[src/rtl/fetch_pkg.sv]
// fetch_pkg: shared constants and types for the instruction-fetch stage.
//   FETCH_PC_WIDTH    default PC / fetch-address width
//   FETCH_RESET_PC    default PC loaded while reset_n is low
//   FETCH_QUEUE_DEPTH default fetch-queue depth
//   NOP_INSTR         word shown to decode when the queue is empty
//   PC_INCREMENT      sequential fetch stride in bytes
//   fetch_state_t     fetch controller states
package fetch_pkg;

    localparam int          FETCH_PC_WIDTH    = 64;
    localparam logic [63:0] FETCH_RESET_PC    = 64'h0;
    localparam int          FETCH_QUEUE_DEPTH = 2;
    localparam logic [31:0] NOP_INSTR         = 32'h0000_0013;
    localparam int          PC_INCREMENT      = 4;

    typedef enum logic {
        RUN   = 1'b0,
        FAULT = 1'b1
    } fetch_state_t;

endpackage

[src/rtl/fetch_queue.sv]
// fetch_queue: small synchronous in-order FIFO holding fetched {pc, instruction}
// entries between the fetch stage and decode.
//   clk      rising-edge clock
//   reset_n  asynchronous active-low reset (empties the queue)
//   push     write wdata at the tail (accepted when not full, or full with pop)
//   pop      remove the head entry (ignored when empty)
//   flush    empty the queue; dominates push and pop
//   wdata    entry to write
//   rdata    head entry (contents undefined while empty)
//   empty    queue holds no entries
//   count    number of entries held
module fetch_queue #(
    parameter int DEPTH = 2,
    parameter int WIDTH = 96
) (
    input  logic                   clk,
    input  logic                   reset_n,
    input  logic                   push,
    input  logic                   pop,
    input  logic                   flush,
    input  logic [WIDTH-1:0]       wdata,
    output logic [WIDTH-1:0]       rdata,
    output logic                   empty,
    output logic [$clog2(DEPTH):0] count
);

    localparam int PTR_W = $clog2(DEPTH);
    localparam int CNT_W = PTR_W + 1;

    logic [WIDTH-1:0] mem [DEPTH];
    logic [PTR_W-1:0] wr_ptr;
    logic [PTR_W-1:0] rd_ptr;
    logic             full;
    logic             do_push;
    logic             do_pop;

    assign empty   = (count == '0);
    assign full    = (count == CNT_W'(DEPTH));
    assign do_pop  = pop && !empty;
    // A full queue can still accept a write when the head leaves this cycle.
    assign do_push = push && (!full || do_pop);
    assign rdata   = mem[rd_ptr];

    // Pointers wrap naturally because DEPTH is a power of two.
    always_ff @(posedge clk or negedge reset_n) begin
        if (!reset_n) begin
            wr_ptr <= '0;
            rd_ptr <= '0;
            count  <= '0;
        end else if (flush) begin
            wr_ptr <= '0;
            rd_ptr <= '0;
            count  <= '0;
        end else begin
            if (do_push) begin
                wr_ptr <= wr_ptr + PTR_W'(1);
            end
            if (do_pop) begin
                rd_ptr <= rd_ptr + PTR_W'(1);
            end
            unique case ({do_push, do_pop})
                2'b10:   count <= count + CNT_W'(1);
                2'b01:   count <= count - CNT_W'(1);
                default: count <= count;
            endcase
        end
    end

    // Storage needs no reset: it is only read while count is non-zero.
    always_ff @(posedge clk) begin
        if (do_push && !flush) begin
            mem[wr_ptr] <= wdata;
        end
    end

endmodule

[src/rtl/fetch_stage.sv]
// fetch_stage: instruction-fetch stage in front of instruction_memory.
// Holds the PC, drives Inst_Address, captures the combinationally returned
// Instruction together with its PC into fetch_queue and hands the head entry
// to decode through a valid/ready handshake. A redirect from execute flushes
// the queue and reloads the PC.
//
// Optional feature macro: FETCH_MISALIGN_CHECK_EN
//   defined   : a redirect target with bits [1:0] != 0 parks the stage in FAULT
//               and raises id_fault; an aligned redirect resumes fetch.
//   undefined : redirect targets are forced word-aligned; no id_fault port.
//
// Ports:
//   clk             rising-edge clock
//   reset_n         asynchronous active-low reset
//   Inst_Address    fetch address to instruction memory (the PC register)
//   Instruction     word returned combinationally for Inst_Address
//   redirect_valid  redirect request from execute
//   redirect_pc     redirect target
//   id_ready        decode accepts the head entry this cycle
//   id_valid        head entry valid
//   id_pc           PC of head entry (0 when empty)
//   id_instruction  instruction of head entry (NOP when empty)
//   id_fault        misaligned-redirect fault (FETCH_MISALIGN_CHECK_EN only)
//
// State | meaning
// ------+-------------------------------------------------------------
// RUN   | normal sequential fetch into the queue
// FAULT | misaligned redirect seen; no fetch, queue empty, id_fault=1
module fetch_stage
    import fetch_pkg::*;
#(
    parameter int                  PC_WIDTH    = FETCH_PC_WIDTH,
    parameter logic [PC_WIDTH-1:0] RESET_PC    = PC_WIDTH'(FETCH_RESET_PC),
    parameter int                  QUEUE_DEPTH = FETCH_QUEUE_DEPTH
) (
    input  logic                clk,
    input  logic                reset_n,
    output logic [PC_WIDTH-1:0] Inst_Address,
    input  logic [31:0]         Instruction,
    input  logic                redirect_valid,
    input  logic [PC_WIDTH-1:0] redirect_pc,
    input  logic                id_ready,
    output logic                id_valid,
    output logic [PC_WIDTH-1:0] id_pc,
    output logic [31:0]         id_instruction
`ifdef FETCH_MISALIGN_CHECK_EN
    ,
    output logic                id_fault
`endif
);

    localparam int CNT_W   = $clog2(QUEUE_DEPTH) + 1;
    localparam int ENTRY_W = PC_WIDTH + 32;

    fetch_state_t        state;
    fetch_state_t        next_state;
    logic [PC_WIDTH-1:0] pc;
    logic [PC_WIDTH-1:0] next_pc;
    logic [PC_WIDTH-1:0] redirect_target;
    logic                fetch_en;
    logic                pop;
    logic                q_empty;
    logic [CNT_W-1:0]    q_count;
    logic [ENTRY_W-1:0]  q_head;

    assign Inst_Address = pc;
    assign id_valid     = !q_empty;
    assign pop          = id_valid && id_ready;

`ifdef FETCH_MISALIGN_CHECK_EN
    logic misaligned;
    assign misaligned      = (redirect_pc[1:0] != 2'b00);
    // The faulting target is kept on Inst_Address for visibility.
    assign redirect_target = redirect_pc;
    assign id_fault        = (state == FAULT);
`else
    assign redirect_target = redirect_pc & ~(PC_WIDTH'(3));
`endif

    always_comb begin
        next_state = state;
        next_pc    = pc;
        fetch_en   = 1'b0;
        if (redirect_valid) begin
            next_pc = redirect_target;
`ifdef FETCH_MISALIGN_CHECK_EN
            next_state = misaligned ? FAULT : RUN;
`endif
        end else if ((state == RUN) &&
                     ((q_count < CNT_W'(QUEUE_DEPTH)) || pop)) begin
            fetch_en = 1'b1;
            next_pc  = pc + PC_WIDTH'(PC_INCREMENT);
        end
    end

    always_ff @(posedge clk or negedge reset_n) begin
        if (!reset_n) begin
            state <= RUN;
            pc    <= RESET_PC;
        end else begin
            state <= next_state;
            pc    <= next_pc;
        end
    end

    fetch_queue #(
        .DEPTH (QUEUE_DEPTH),
        .WIDTH (ENTRY_W)
    ) u_queue (
        .clk     (clk),
        .reset_n (reset_n),
        .push    (fetch_en),
        .pop     (pop),
        .flush   (redirect_valid),
        .wdata   ({pc, Instruction}),
        .rdata   (q_head),
        .empty   (q_empty),
        .count   (q_count)
    );

    assign id_pc          = q_empty ? '0 : q_head[ENTRY_W-1:32];
    assign id_instruction = q_empty ? NOP_INSTR : q_head[31:0];

endmodule
[config.mk]
export PLATFORM = sky130hd
export DESIGN_NAME = fetch_stage
export DESIGN_NICKNAME = d
export VERILOG_FILES = /design/src/rtl/fetch_pkg.sv /design/src/rtl/fetch_queue.sv /design/src/rtl/fetch_stage.sv
export SDC_FILE = /design/constraint.sdc
export NUM_CORES = 1
export LEC_CHECK = 0
export CORE_ASPECT_RATIO = 1.2
export CORE_MARGIN = 3
export CORE_UTILIZATION = 50
export CTS_CLUSTER_DIAMETER = 80
export DETAILED_ROUTE_END_ITERATION = 10
export PLACE_DENSITY = 0.8
export SLEW_MARGIN = 20
export SYNTH_ARGS = -nofsm -noshare
export SYNTH_HDL_FRONTEND = slang
export SYNTH_SLANG_ARGS = --single-unit
[constraint.sdc]
create_clock -name clk -period 21.4 [get_ports clk]
set_clock_uncertainty 0.1 [all_clocks]
set_input_delay 4.28 -clock clk [delete_from_list [all_inputs] [get_ports clk]]
set_output_delay 4.28 -clock clk [all_outputs]
set_load 0.03 [all_outputs]
==> results.sh <==
export IMPL_placed_cells=1358
export IMPL_status="complete, no violations"
export IMPL_rsz0062_at_grt="false"
export IMPL_grt_first_pass_wirelength_um=44590
export IMPL_final_cells=1409
export IMPL_grt_ovfl_total=0
export IMPL_finalCritPeriodShare_pct=36.54
export IMPL_cts_buffers_inserted=26
export IMPL_core_mm2=0.02134
export IMPL_htree_num_levels=1
export IMPL_rows=58
export IMPL_worstSkewPairLatency_ns=0.52
export IMPL_seq_area_frac_synth_pct=66.25
export IMPL_die_h_um=168.6
export IMPL_yosysWarnings=0
export IMPL_portBuffers=254
export IMPL_fin_nets=1217
export IMPL_min_period_ns=7.819
export IMPL_ys_types=44
export IMPL_die_w_um=141.5
export IMPL_r2r_cells=5
export IMPL_worstMarginPinSlew_ns=1.022
export IMPL_fillers=1516
export IMPL_worstPathCellList="buf_4 -> mux2i_1 -> nor2_1 -> clkdlybuf4s50_1"
export IMPL_detail_route_drc_violations=0
export IMPL_hp_class="flop to flop"
export IMPL_ys_flop_type="edfxtp_1"
export IMPL_clockRootBuffer="clkbuf_16"
export IMPL_grt_usage_pct=23.52
export IMPL_placed_cell_area_mm2=0.01377
export IMPL_io_pins=261
export IMPL_critical_path_slowest_cell="dfrtp_4"
export IMPL_slew_headroom_pct=31.84
export IMPL_cts_buffer_depth=3
export IMPL_synth_edf_count=188
export IMPL_max_stage_delay_ns=0.89
export IMPL_ant_nets=0
export IMPL_hold_viol=0
export IMPL_antenna_found_initial=3
export IMPL_p_leak_nw=5.118
export IMPL_crit_path_end_kind="output port"
export IMPL_final_util_pct=69.16
export IMPL_critPathKind="flop to output port"
export IMPL_setup_viol=0
export IMPL_whs_path_depth=0
export IMPL_dpl_hpwl_um=19250
export IMPL_wl_per_cell_um=20.44
export IMPL_critPathRequiredTime_ns=17.02
export IMPL_routabilityCongestion=0.8496
export IMPL_peakVddDrop_uv=73.73
export IMPL_final_cell_area_mm2=0.01476
export IMPL_fin_tns_setup_ns=0
export IMPL_drtIter0Drc=607
export IMPL_final_max_slew_viol_count=0
export IMPL_start_util_pct=51.62
export IMPL_total_power_mw=1.379
export IMPL_ctsHoldBuffers=0
export IMPL_fmax_ghz=0.1279
export IMPL_cp_max_fo=58
export IMPL_grt_pass1_vias=7917
export IMPL_cts_sinks=254
export IMPL_worst_setup_path_start_kind="flop"
export IMPL_grt_start_max_net_pins=90
export IMPL_drive_above_1_share_pct=6.074
export IMPL_postCtsSetupBuffers=0
export IMPL_area_growth_pct=33.98
export IMPL_synth_ff_latch_count=254
export IMPL_synth_cells=874
export IMPL_die_area_mm2=0.02385
export IMPL_avgSynthCellArea_um2=12.60
export IMPL_maxCapViolCount=0
export IMPL_drt_vias_per_instance=5.605
export IMPL_post_cts_resized=0
export IMPL_synth_area_mm2=0.01101
export IMPL_num_vias=7897
export IMPL_cts_tree="done"
export IMPL_arrival_ns=3.44
export IMPL_clkTransAtPathRegs_ns=0.07
export IMPL_dr_pass1_iters=5
export IMPL_wirelength_um=28800
export IMPL_p_per_area_mw_per_mm2=93.43
export IMPL_synth_async_sr_flop_share_pct=25.98
## cell families (layout without fill, tap and decap cells)
logic type / after synthesis / count (layout) / share of synthesized area, %
mux: 99 / 99 / 9.020
flops: 254 / 254 / 66.25
xor+xnor: 39 / 39 / 3.101
other cells: 1 / 7 / 0.03405
simple gates: 330 / 330 / 14.64
fa+ha+maj: 1 / 1 / 0.1136
buf+inv: 66 / 325 / 2.442
compound gates: 84 / 84 / 4.396
## sequential cells by signal, indices dropped and copies added (netlist names)
signal and cells:
u_queue.wr_ptr 1, Inst_Address 62, u_queue.mem 188, u_queue.rd_ptr 1
u_queue.count 2
## per-layer routing
layer	track usage (%)	vias to the layer above	part of all wire, %
met3	4.380	50	6.7
met5	0	-	0
met2	40.93	296	51
li1	-	3703	-
met1	29.85	3848	40
met4	7.638	0	2.7
## final cells by class
type,count,area [um2],area share [%]
Sequential cell,254,7301,49.47
Timing Repair Buffer,263,2600,17.62
Clock inverter,17,280.3,1.899
Tap cell,270,337.8,2.289
Clock buffer,31,700.7,4.748
Antenna cell,3,7.507,0.05087
Inverter,14,52.55,0.3561
Multi-Input combinational cell,557,3477,23.56
## metrics by stage
stage	setup WS [ns]	hold WS, ns
final	13.58	0.4728
after CTS	13.53	0.4576
after floorplan	9.351	0.4088
after global placement	13.84	0.4321
after global routing	13.42	0.4770
after detailed placement	13.80	0.4431
## synthesized netlist by cell type, drive strengths merged (2+ instances only)
cell type    n  area share (%)
mux2i       97             8.8
nand4b       2            0.16
nor4        22             1.3
and2         5            0.28
edfxtp     188              51
nand3       26             1.2
nand2       63             2.1
o31ai        8            0.55
o21ai       49             2.2
and4         5            0.40
nor3        10            0.45
clkbuf      33             1.1
and3         8            0.45
a21oi        2           0.091
nor2b        4            0.23
xnor2       27             2.1
inv         13            0.44
or4         15             1.1
or3         15            0.85
mux2         2            0.20
buf         19            0.84
nor2       124             4.2
xor2        12            0.95
nand4       25             1.5
a31oi       20             1.1
or2          3            0.17
dfrtp       66              15
## critical path, delay by kind of cell (launching register included)
| kind | cells | cell delay (ns) |
|---|---|---|
| buffers and inverters | 2 | 1.57 |
| flip-flops | 1 | 0.89 |
| multiplexers | 1 | 0.20 |
| AND/OR/NAND/NOR | 1 | 0.19 |
## path summary, 6_finish.rpt
| check | start | end | slack (ns) |
|---|---|---|---|
| max in group asynchronous | reset_n | u_queue.rd_ptr | 16.66 |
| min in group asynchronous | reset_n | Inst_Address[9] | 3.86 |
| setup / recovery | u_queue.rd_ptr | id_pc[40] | 13.58 |
| hold / removal | Inst_Address[14] | u_queue.mem[1][46] | 0.47 |
| hold reg to reg | Inst_Address[14] | u_queue.mem[1][46] | 0.47 |
| setup reg to reg | u_queue.count[1] | Inst_Address[49] | 18.06 |
## power by group
part / leakage [nW] / internal [mW] / switching [mW]
clock: 0.477 / 0.320 / 0.190
sequential: 2.54 / 0.576 / 0.0360
combinational: 2.11 / 0.106 / 0.151
## layout by cell type (no fill, tap or decap), drive strengths merged, types with 9 or more instances in the layout
master	Yosys	final
dfrtp	66	66
nand2	63	63
clkinv	1	9
buf	19	11
a31oi	20	20
xor2	12	12
nor2	124	124
or3	15	15
nand3	26	26
mux2i	97	97
nor4	22	22
or4	15	15
o21ai	49	49
edfxtp	188	188
clkbuf	33	31
clkdlybuf4s50	0	252
nor3	10	10
nand4	25	25
inv	13	13
xnor2	27	27
Note: power is estimated with default switching activity, not from simulation.
